`src/rtl/ring_rr_arbiter_if.sv`:
```
// rtl/ring_rr_arbiter_if.sv - request/grant bundle between requesters and the ring arbiter
interface ring_rr_arbiter_if #(
    parameter int WIDTH = 4,
    parameter int HOLD  = 4
);
    localparam int CW = (HOLD > 1) ? $clog2(HOLD) : 1;

    logic             en;
    logic [WIDTH-1:0] req;
    logic [WIDTH-1:0] grant;
    logic             busy;
    logic [WIDTH-1:0] ptr;
    logic [CW-1:0]    hold_cnt;

    modport master (
        output en, req,
        input  grant, busy, ptr, hold_cnt
    );

    modport slave (
        input  en, req,
        output grant, busy, ptr, hold_cnt
    );
endinterface

```
`src/rtl/ring_rr_arbiter.sv`:
```
// rtl/ring_rr_arbiter.sv - round-robin arbiter with one-hot ring pointer and capped grant length
module ring_rr_arbiter #(
    parameter int WIDTH = 4,
    parameter int HOLD  = 4
) (
    input  logic              clk,
    input  logic              rst,
    ring_rr_arbiter_if.slave  bus
);
    localparam int CW = (HOLD > 1) ? $clog2(HOLD) : 1;

    typedef enum logic {IDLE, GRANT} state_t;

    state_t           state, state_nx;
    logic [WIDTH-1:0] grant_q, grant_nx;
    logic [WIDTH-1:0] ptr_q, ptr_nx;
    logic [CW-1:0]    hc_q, hc_nx;
    logic [WIDTH-1:0] masked, winner;
    logic             release_now;

    // Requests at or above the pointer win first; otherwise wrap to the lowest set request.
    always_comb begin
        masked = bus.req & ~(ptr_q - WIDTH'(1));
        if (|masked) begin
            winner = masked & (~masked + WIDTH'(1));
        end else begin
            winner = bus.req & (~bus.req + WIDTH'(1));
        end
    end

    assign release_now = !(|(bus.req & grant_q)) || (hc_q == CW'(HOLD - 1));

    always_comb begin
        state_nx = state;
        grant_nx = grant_q;
        ptr_nx   = ptr_q;
        hc_nx    = hc_q;
        case (state)
            IDLE: begin
                if (bus.en && (|bus.req)) begin
                    grant_nx = winner;
                    hc_nx    = '0;
                    state_nx = GRANT;
                end
            end
            GRANT: begin
                if (release_now) begin
                    grant_nx = '0;
                    hc_nx    = '0;
                    ptr_nx   = {grant_q[WIDTH-2:0], grant_q[WIDTH-1]};
                    state_nx = IDLE;
                end else begin
                    hc_nx = hc_q + CW'(1);
                end
            end
            default: begin
                state_nx = IDLE;
                grant_nx = '0;
                hc_nx    = '0;
            end
        endcase
    end

    always_ff @(posedge clk or negedge rst) begin
        if (!rst) begin
            state   <= IDLE;
            grant_q <= '0;
            ptr_q   <= WIDTH'(1);
            hc_q    <= '0;
        end else begin
            state   <= state_nx;
            grant_q <= grant_nx;
            ptr_q   <= ptr_nx;
            hc_q    <= hc_nx;
        end
    end

    assign bus.grant    = grant_q;
    assign bus.busy     = (state == GRANT);
    assign bus.ptr      = ptr_q;
    assign bus.hold_cnt = hc_q;
endmodule
```
`src/flat_wrapper.sv`:
```
// flat-port wrapper written by rule: the top's interface ports become plain ports
module ring_rr_arbiter_flat 
#(
    parameter int WIDTH = 4,
    parameter int HOLD  = 4
)
  (clk, rst, bus_en, bus_req, bus_grant, bus_busy, bus_ptr, bus_hold_cnt);
  ring_rr_arbiter_if #(.WIDTH(WIDTH), .HOLD(HOLD)) bus_i ();
  input  logic clk;
  input  logic rst;
  input wire logic [$bits(bus_i.en)-1:0] bus_en;
  input wire logic [$bits(bus_i.req)-1:0] bus_req;
  output wire logic [$bits(bus_i.grant)-1:0] bus_grant;
  output wire logic [$bits(bus_i.busy)-1:0] bus_busy;
  output wire logic [$bits(bus_i.ptr)-1:0] bus_ptr;
  output wire logic [$bits(bus_i.hold_cnt)-1:0] bus_hold_cnt;
  assign bus_i.en = bus_en;
  assign bus_i.req = bus_req;
  assign bus_grant = bus_i.grant;
  assign bus_busy = bus_i.busy;
  assign bus_ptr = bus_i.ptr;
  assign bus_hold_cnt = bus_i.hold_cnt;
  ring_rr_arbiter #(.WIDTH(WIDTH), .HOLD(HOLD)) u_core (.clk(clk), .rst(rst), .bus(bus_i));
endmodule
```
`config.mk`:
```
export PLATFORM = sky130hd
export DESIGN_NAME = ring_rr_arbiter_flat
export DESIGN_NICKNAME = d
export VERILOG_FILES = /design/src/rtl/ring_rr_arbiter_if.sv /design/src/rtl/ring_rr_arbiter.sv /design/src/flat_wrapper.sv
export SDC_FILE = /design/constraint.sdc
export NUM_CORES = 1
export LEC_CHECK = 0
export ABC_AREA = 0
export BUFFER_PORTS_ARGS = -buffer_cell sky130_fd_sc_hd__buf_2
export CAP_MARGIN = 20
export CORE_MARGIN = 2
export CORE_UTILIZATION = 47
export CTS_BUF_LIST = sky130_fd_sc_hd__clkbuf_8
export DETAILED_ROUTE_END_ITERATION = 12
export PLACE_DENSITY = 0.75
export SETUP_SLACK_MARGIN = 0.05
export SLEW_MARGIN = 20
export SYNTH_ARGS = -nofsm -noshare
export SYNTH_HDL_FRONTEND = slang
export SYNTH_SLANG_ARGS = --single-unit
export TNS_END_PERCENT = 5
```
`constraint.sdc`:
```
create_clock -name clk -period 1.6 [get_ports clk]
set_input_delay 0.08 -clock clk [delete_from_list [all_inputs] [get_ports clk]]
set_output_delay 0.08 -clock clk [all_outputs]
set_load 0.005 [all_outputs]
```
==> results of run 1 <==
## critical path: stages (launching register included)
cell     delay (ns)
dfstp_2        0.53
inv_2          0.05
ha_2           0.18
xnor2_2        0.14
and2_4         0.17
o31a_1         0.28
o22ai_1        0.10
## power groups by stage
stage | Clock (uW) | Sequential (uW) | Combinational (uW)
after floorplan | 0 | 504 | 504
after global placement | 0 | 498 | 755
after detailed placement | 0 | 502 | 771
after CTS | 264 | 498 | 797
after global routing | 283 | 535 | 1000
final | 262 | 516 | 901
## sequential cells by signal (all words and copies together), names as in the netlist
name                 flops
u_core.bus.ptr           4
u_core.bus.busy          1
u_core.bus.hold_cnt      2
u_core.bus.grant         4
## final cells by class
cell class	count	area, um2	area share
Sequential cell	11	277	0.325
Multi-Input combinational cell	46	385	0.453
Inverter	2	7.51	0.00882
Tap cell	15	18.8	0.0221
Clock buffer	3	41.3	0.0485
Clock inverter	1	3.75	0.00441
Timing Repair Buffer	21	118	0.138
## synthesized netlist by cell type
cell type  count
o31ai_1        1
nor2_1         2
and2_1         1
nand2b_1       2
ha_1           2
dfstp_2        1
o22ai_1        1
nand2_1        9
or4_4          1
nor2b_2        1
and2_2         2
nand2_4        1
o21ai_0        2
dfrtp_1       10
inv_1          2
a32o_1         4
o31a_1         1
a21oi_2        2
mux2_2         4
o211a_1        1
a22oi_1        2
mux2i_1        1
nor3_2         1
nor3b_1        1
nor3_1         1
and2b_2        1
xnor2_1        2
## cell families after synthesis
group	synth area share
and+or+nand+nor	0.217
AOI/OAI and AO/OA	0.181
DFF	0.436
muxes	0.0868
xor gates and xnor gates	0.0276
buffers and inverters	0.0118
adders and majority gates	0.0394
## per-stage QoR
stage	std cells	hold WS (ns)	cell area, um2	util
after CTS	99	0.139	816	0.635
after global placement	93	-0.0450	753	0.586
after detailed placement	93	-0.0453	753	0.586
after floorplan	59	-0.216	634	-
after global routing	99	0.157	851	0.662
final	99	0.135	851	0.662
## worst min path at each step
stage / end / slack, ns / cells after the start
6_report: u_core.bus.busy / 0.13 / 3
5_1_grt: u_core.bus.grant[1] / 0.16 / 3
4_1_cts: u_core.bus.busy / 0.14 / 3
3_5_place_dp: u_core.bus.hold_cnt[1] / -0.05 / 1
3_3_place_gp: u_core.bus.hold_cnt[1] / -0.04 / 1
2_1_floorplan: u_core.bus.busy / -0.22 / 0
## layer usage
metal | global-route usage | wire length [um]
met4 | 0.0500 | 6
met2 | 0.282 | 672
met5 | 0 | 0
met3 | 0.0489 | 73
met1 | 0.281 | 630
## timing repair
item | CTS | global route
setup buffers | 1 | 0
gates resized for setup | 0 | 9
hold buffers | 1 | 0
pin swaps | 0 | 1
setup endpoints to repair | 2 | 6
hold endpoints to repair | 11 | 0
==> summary.md, run 1 <==
| Metric | Value |
|---|---|
| Fillers | 108 |
| Critical R2R Capture | u_core.bus.grant[1] |
| Worst Hold Class | input port to register |
| Clock Power Share | 0.156 |
| FF-to-FF setup slack | 0.07 ns |
| First-pass GRT wire length | 2.02 mm |
| Max Root-Sink Buffers | 2 |
| Setup TNS | 0 ns |
| Comb pwr share | 0.537 |
| Min Tclk post-route | 1.53 ns |
| Data arrival, critical path | 1.68 ns |
| Slew headroom | 0.812 |
| Avg WL per Cell | 14.0 um |
| Clock sinks | 11 |
| Slew @ Worst Pin | 0.281 ns |
| Tcrit/Tclk final | 0.955 |
| Fin nets | 94 |
| Die Ht | 40.7 um |
| Top cells by area, synth | dfrtp_1 39%, mux2_2 7.1%, a32o_1 6.3% |
| Most common cell after layout, fill and taps aside | buf_2 |
| Core ar. | 0.00128 mm2 |
| Switching share of total power | 0.367 |
| RSZ-0062 raised after global routing | true |
| Final WL | 1.38 mm |
| Critical Path Source | u_core.bus.ptr[0] |
| Pre-CTS setup slack | 0.0387 ns |
| Htree depth | 1 |
| Seq pwr share | 0.307 |
| Worst IR Drop VDD | 1050 uV |
| Root Buffer | clkbuf_8 |
| Critical path capture point | u_core.bus.grant[1] |
| Largest net degree at the start of global routing | 12 |
| Syn Area/Cell | 10.8 um2 |
| Critical path class | register to register |
| Top cell type's share of synthesized area | 0.394 |
| Post-synthesis instance total | 59 |
| CP Launch Type | register |
| Post-synthesis sequential area ratio | 0.436 |
| Die W | 40.7 um |
| Total number of vias | 547 |
| Vias in the first global route | 442 |
| RD Place Congestion | 0.847 |
| Reg2reg path depth | 6 |
| DRT Pass-1 Iters | 4 |
| Worst-path clk slew | 0.05 ns |
| Layout cells sized above 1 | 0.512 |
| Switch Pwr | 616 uW |
| Initial Util | 0.494 |
| Fmax | 654 MHz |
| Power per cell area | 1970 mW/mm2 |
| TritonCTS clock tree | done |
| Post-Syn Nets | 68 |
| Yosys reg bits | 11 |
| Top Ports | 18 |
| Status | complete, no violations |
| Most frequent cells in the layout | 17 x buf_2, 10 x dfrtp_1, 9 x nand2_1 |
| Hold_sp | bus_en |
| CP Data Required Time | 1.75 ns |
| Clock latency on the worst-skew pair | 0.23 ns |
| ANT cells | 0 |
| Max FO, Critical Path | 2 |
| Final Worst Setup Slack | 0.0714 ns |
| Antenna violations before repair | 0 |
| Static leakage | 0.000425 uW |
| Row Count | 13 |
| Drt via density | 5.53 |
| Final Skew | 0.00478 ns |
| CTS buffer count | 3 |
| I/O Buffers | 17 |
| Area of the mapped netlist | 634 um2 |
| Global route total overflow | 0 |
| Hold Fails Final Rpt | 0 |
| DIE AREA | 0.00166 mm2 |
| Synth area leader | dfrtp_1 |
| Gr usage total | 0.192 |
| Area Overhead vs Synth | 34.1% |
| Pint | 1060 uW |
| MaxCap Viol Count | 0 |
| Antenna-violating nets left | 0 |
| # setup viols final | 0 |
| Tot Pwr | 1680 uW |
| Crit end category | register |
| Final Max Tran Viols | 0 |
| Drt first-iter violations | 16 |
| Warnings from Yosys | 0 |
| Distinct cells, synth | 27 |
| Worst flop-to-flop path startpoint | u_core.bus.ptr[0] |
| Remaining DRCs | 0 |
Power figures use the tool's default switching activity.
==> run 2, diff against run 1 <==
--- a/config.mk
+++ b/config.mk
@@ -8,8 +8,10 @@
 export ABC_AREA = 0
 export BUFFER_PORTS_ARGS = -buffer_cell sky130_fd_sc_hd__buf_2
 export CAP_MARGIN = 20
+export CELL_PAD_IN_SITES_DETAIL_PLACEMENT = 1
+export CELL_PAD_IN_SITES_GLOBAL_PLACEMENT = 1
 export CORE_MARGIN = 2
-export CORE_UTILIZATION = 47
+export CORE_UTILIZATION = 36
 export CTS_BUF_LIST = sky130_fd_sc_hd__clkbuf_8
 export DETAILED_ROUTE_END_ITERATION = 12
 export PLACE_DENSITY = 0.75
==> summary.md, run 2 (same netlist as run 1, synthesis figures left out) <==
| Metric | Value |
|---|---|
| Initial Util | 0.376 (-0.118) |
| Reg2reg path depth | 6 (unchanged) |
| Final Skew | 0.00461 ns (-0.000175 ns) |
| Slew headroom | 0.823 (+0.0106) |
| Remaining DRCs | 0 (unchanged) |
| Gr usage total | 0.192 (-0.000214) |
| # setup viols final | 0 (unchanged) |
| Antenna-violating nets left | 0 (unchanged) |
| CP Data Required Time | 1.76 ns (about the same) |
| Total number of vias | 588 (+7.5%) |
| Area Overhead vs Synth | 38.1% |
| First-pass GRT wire length | 2.85 mm (+41%) |
| DP Cell Count | 95 (+2.2%) |
| Final Max Tran Viols | 0 (unchanged) |
| Non-filler cells, final | 102 (+3.0%) |
| Clock latency on the worst-skew pair | 0.24 ns (about the same) |
| Cells along the critical path | inv_2 > ha_4 > xnor2_2 > and2_4 > o31a_1 > o22ai_2 |
| Top Ports | 18 (unchanged) |
| DP Wirelength | 1.24 mm |
| Layout cells sized above 1 | 0.541 (+0.0293) |
| Core ar. | 0.00169 mm2 (+31%) |
| Crit end category | register |
| Hold Fails Final Rpt | 0 (unchanged) |
| WP buf/inv | 1 (unchanged) |
| Power per cell area | 2050 mW/mm2 (+3.8%) |
| Status | complete, no violations |
| Row Count | 15 (+2) |
| MaxCap Viol Count | 0 (unchanged) |
| Global route total overflow | 0 (unchanged) |
| Drt via density | 5.76 (+4.3%) |
| WP depth | 6 (unchanged) |
| DIE AREA | 0.00211 mm2 (+27%) |
| Static leakage | 0.000427 uW (+0.58%) |
| ANT cells | 0 (unchanged) |
| Fmax | 655 MHz (about the same) |
| Final WL | 1.78 mm (+29%) |
| Drt first-iter violations | 7 (-9) |
| Placed inst area | 756 um2 (+0.33%) |
| Cell area after layout | 876 um2 (+2.9%) |
| Max Root-Sink Buffers | 2 (unchanged) |
| Slew @ Worst Pin | 0.266 ns (-0.0158 ns) |
| Worst path max stage delay | 0.57 ns (+0.04 ns) |
| DRT Pass-1 Iters | 4 (unchanged) |
| Data arrival, critical path | 1.68 ns (about the same) |
| RSZ-0062 raised after global routing | true |
| CP Launch Type | register |
| Worst-path clk slew | 0.05 ns (about the same) |
| Most frequent cells in the layout | 17 x buf_2, 10 x dfrtp_1, 9 x nand2_1 |
| Setup TNS | 0 ns (unchanged) |
| Vias in the first global route | 586 (+33%) |
| Critical Path Slowest Stage Cell | dfstp_2 |
| RD Place Congestion | 0.824 (-2.7%) |
| Die Ht | 46.0 um (+13%) |
| Avg WL per Cell | 17.4 um (+25%) |
| Most common cell after layout, fill and taps aside | buf_2 |
| Largest net degree at the start of global routing | 12 (unchanged) |
| Die W | 46.0 um (+13%) |
| Critical path class | register to register |
| Worst IR Drop VDD | 854 uV (-19%) |
| Worst Hold Class | input port to register |
| Top delay family on crit path | flip-flops |
| Clock sinks | 11 (unchanged) |
| I/O Buffers | 17 (unchanged) |
| Fin nets | 95 (+1.1%) |
| Tot Pwr | 1790 uW (+6.9%) |
| Max FO, Critical Path | 3 (+1) |
| Tcrit/Tclk final | 0.955 (about the same) |
| Min Tclk post-route | 1.53 ns (-0.000964 ns) |
| WHS Path Cells | 3 (unchanged) |
| Antenna violations before repair | 0 (unchanged) |
| TritonCTS clock tree | done |
| Htree depth | 1 (unchanged) |
| Root Buffer | clkbuf_8 |
| CTS buffer count | 3 (unchanged) |
| Hold WS | 0.148 ns (+0.0134 ns) |
run 2: cell types whose count changed in the layout (fill, tap and decap cells not counted):
cell      delta
buf_4        +1
ha_2         -1
ha_4         +1
mux2i_1      -1
mux2i_2      +1
nand2b_2     +1
nand2b_4     -1
o22ai_1      -1
o22ai_2      +1
run 2: through the flow:
step,utilization,setup slack (ns)
2_1_floorplan,-,0.0511
3_3_place_gp,0.447,0.0200
3_5_place_dp,0.447,-0.0172
4_1_cts,0.505,0.0320
5_1_grt,0.519,0.00442
6_report,0.519,0.0724
run 2: worst reg2reg max path, stage by stage (launching register included):
cell	delay, ns
dfstp_2	0.57
inv_2	0.06
ha_4	0.16
xnor2_2	0.13
and2_4	0.16
o31a_1	0.28
o22ai_2	0.09
run 2: metal layers:
| layer | GRT usage | share of wire | up-vias |
|---|---|---|---|
| met2 | 0.294 | 0.47 | 20 |
| met1 | 0.273 | 0.47 | 293 |
| li1 | - | - | 271 |
| met5 | 0 | 0 | - |
| met3 | 0.0238 | 0.041 | 4 |
| met4 | 0.0743 | 0.018 | 0 |
run 2: final timing paths:
path                                        start                endpoint  slack, ns
setup reg to reg                u_core.bus.ptr[0]     u_core.bus.grant[1]       0.07
max in group asynchronous                     rst       u_core.bus.ptr[0]       1.10
setup / recovery                u_core.bus.ptr[0]     u_core.bus.grant[1]       0.07
hold reg to reg            u_core.bus.hold_cnt[1]  u_core.bus.hold_cnt[1]       0.52
min in group asynchronous                     rst     u_core.bus.grant[3]       0.24
hold / removal                             bus_en         u_core.bus.busy       0.15
run 2: cell type report:
type,instances,area [um2]
sequential,11,277
clock inverter,1,3.75
multi-input combinational,46,400
timing repair buffer,22,125
fill,199,813
clock buffer,3,41.3
tap,17,21.3
inverter,2,7.51
run 2: timing repair:
item / in CTS / in global routing
pin swaps: 2 / 3
setup buffers: 1 / 1
hold buffers: 1 / 0
hold endpoints to repair: 11 / 0
resized for setup: 8 / 3
endpoints found under the setup margin: 5 / 7
run 2: power by group:
part           total (uW)  leakage [uW]  internal, uW  switching [uW]
clock network         275     0.0000269           169             107
registers             526      0.000144           390             136
logic                 992      0.000256           539             453
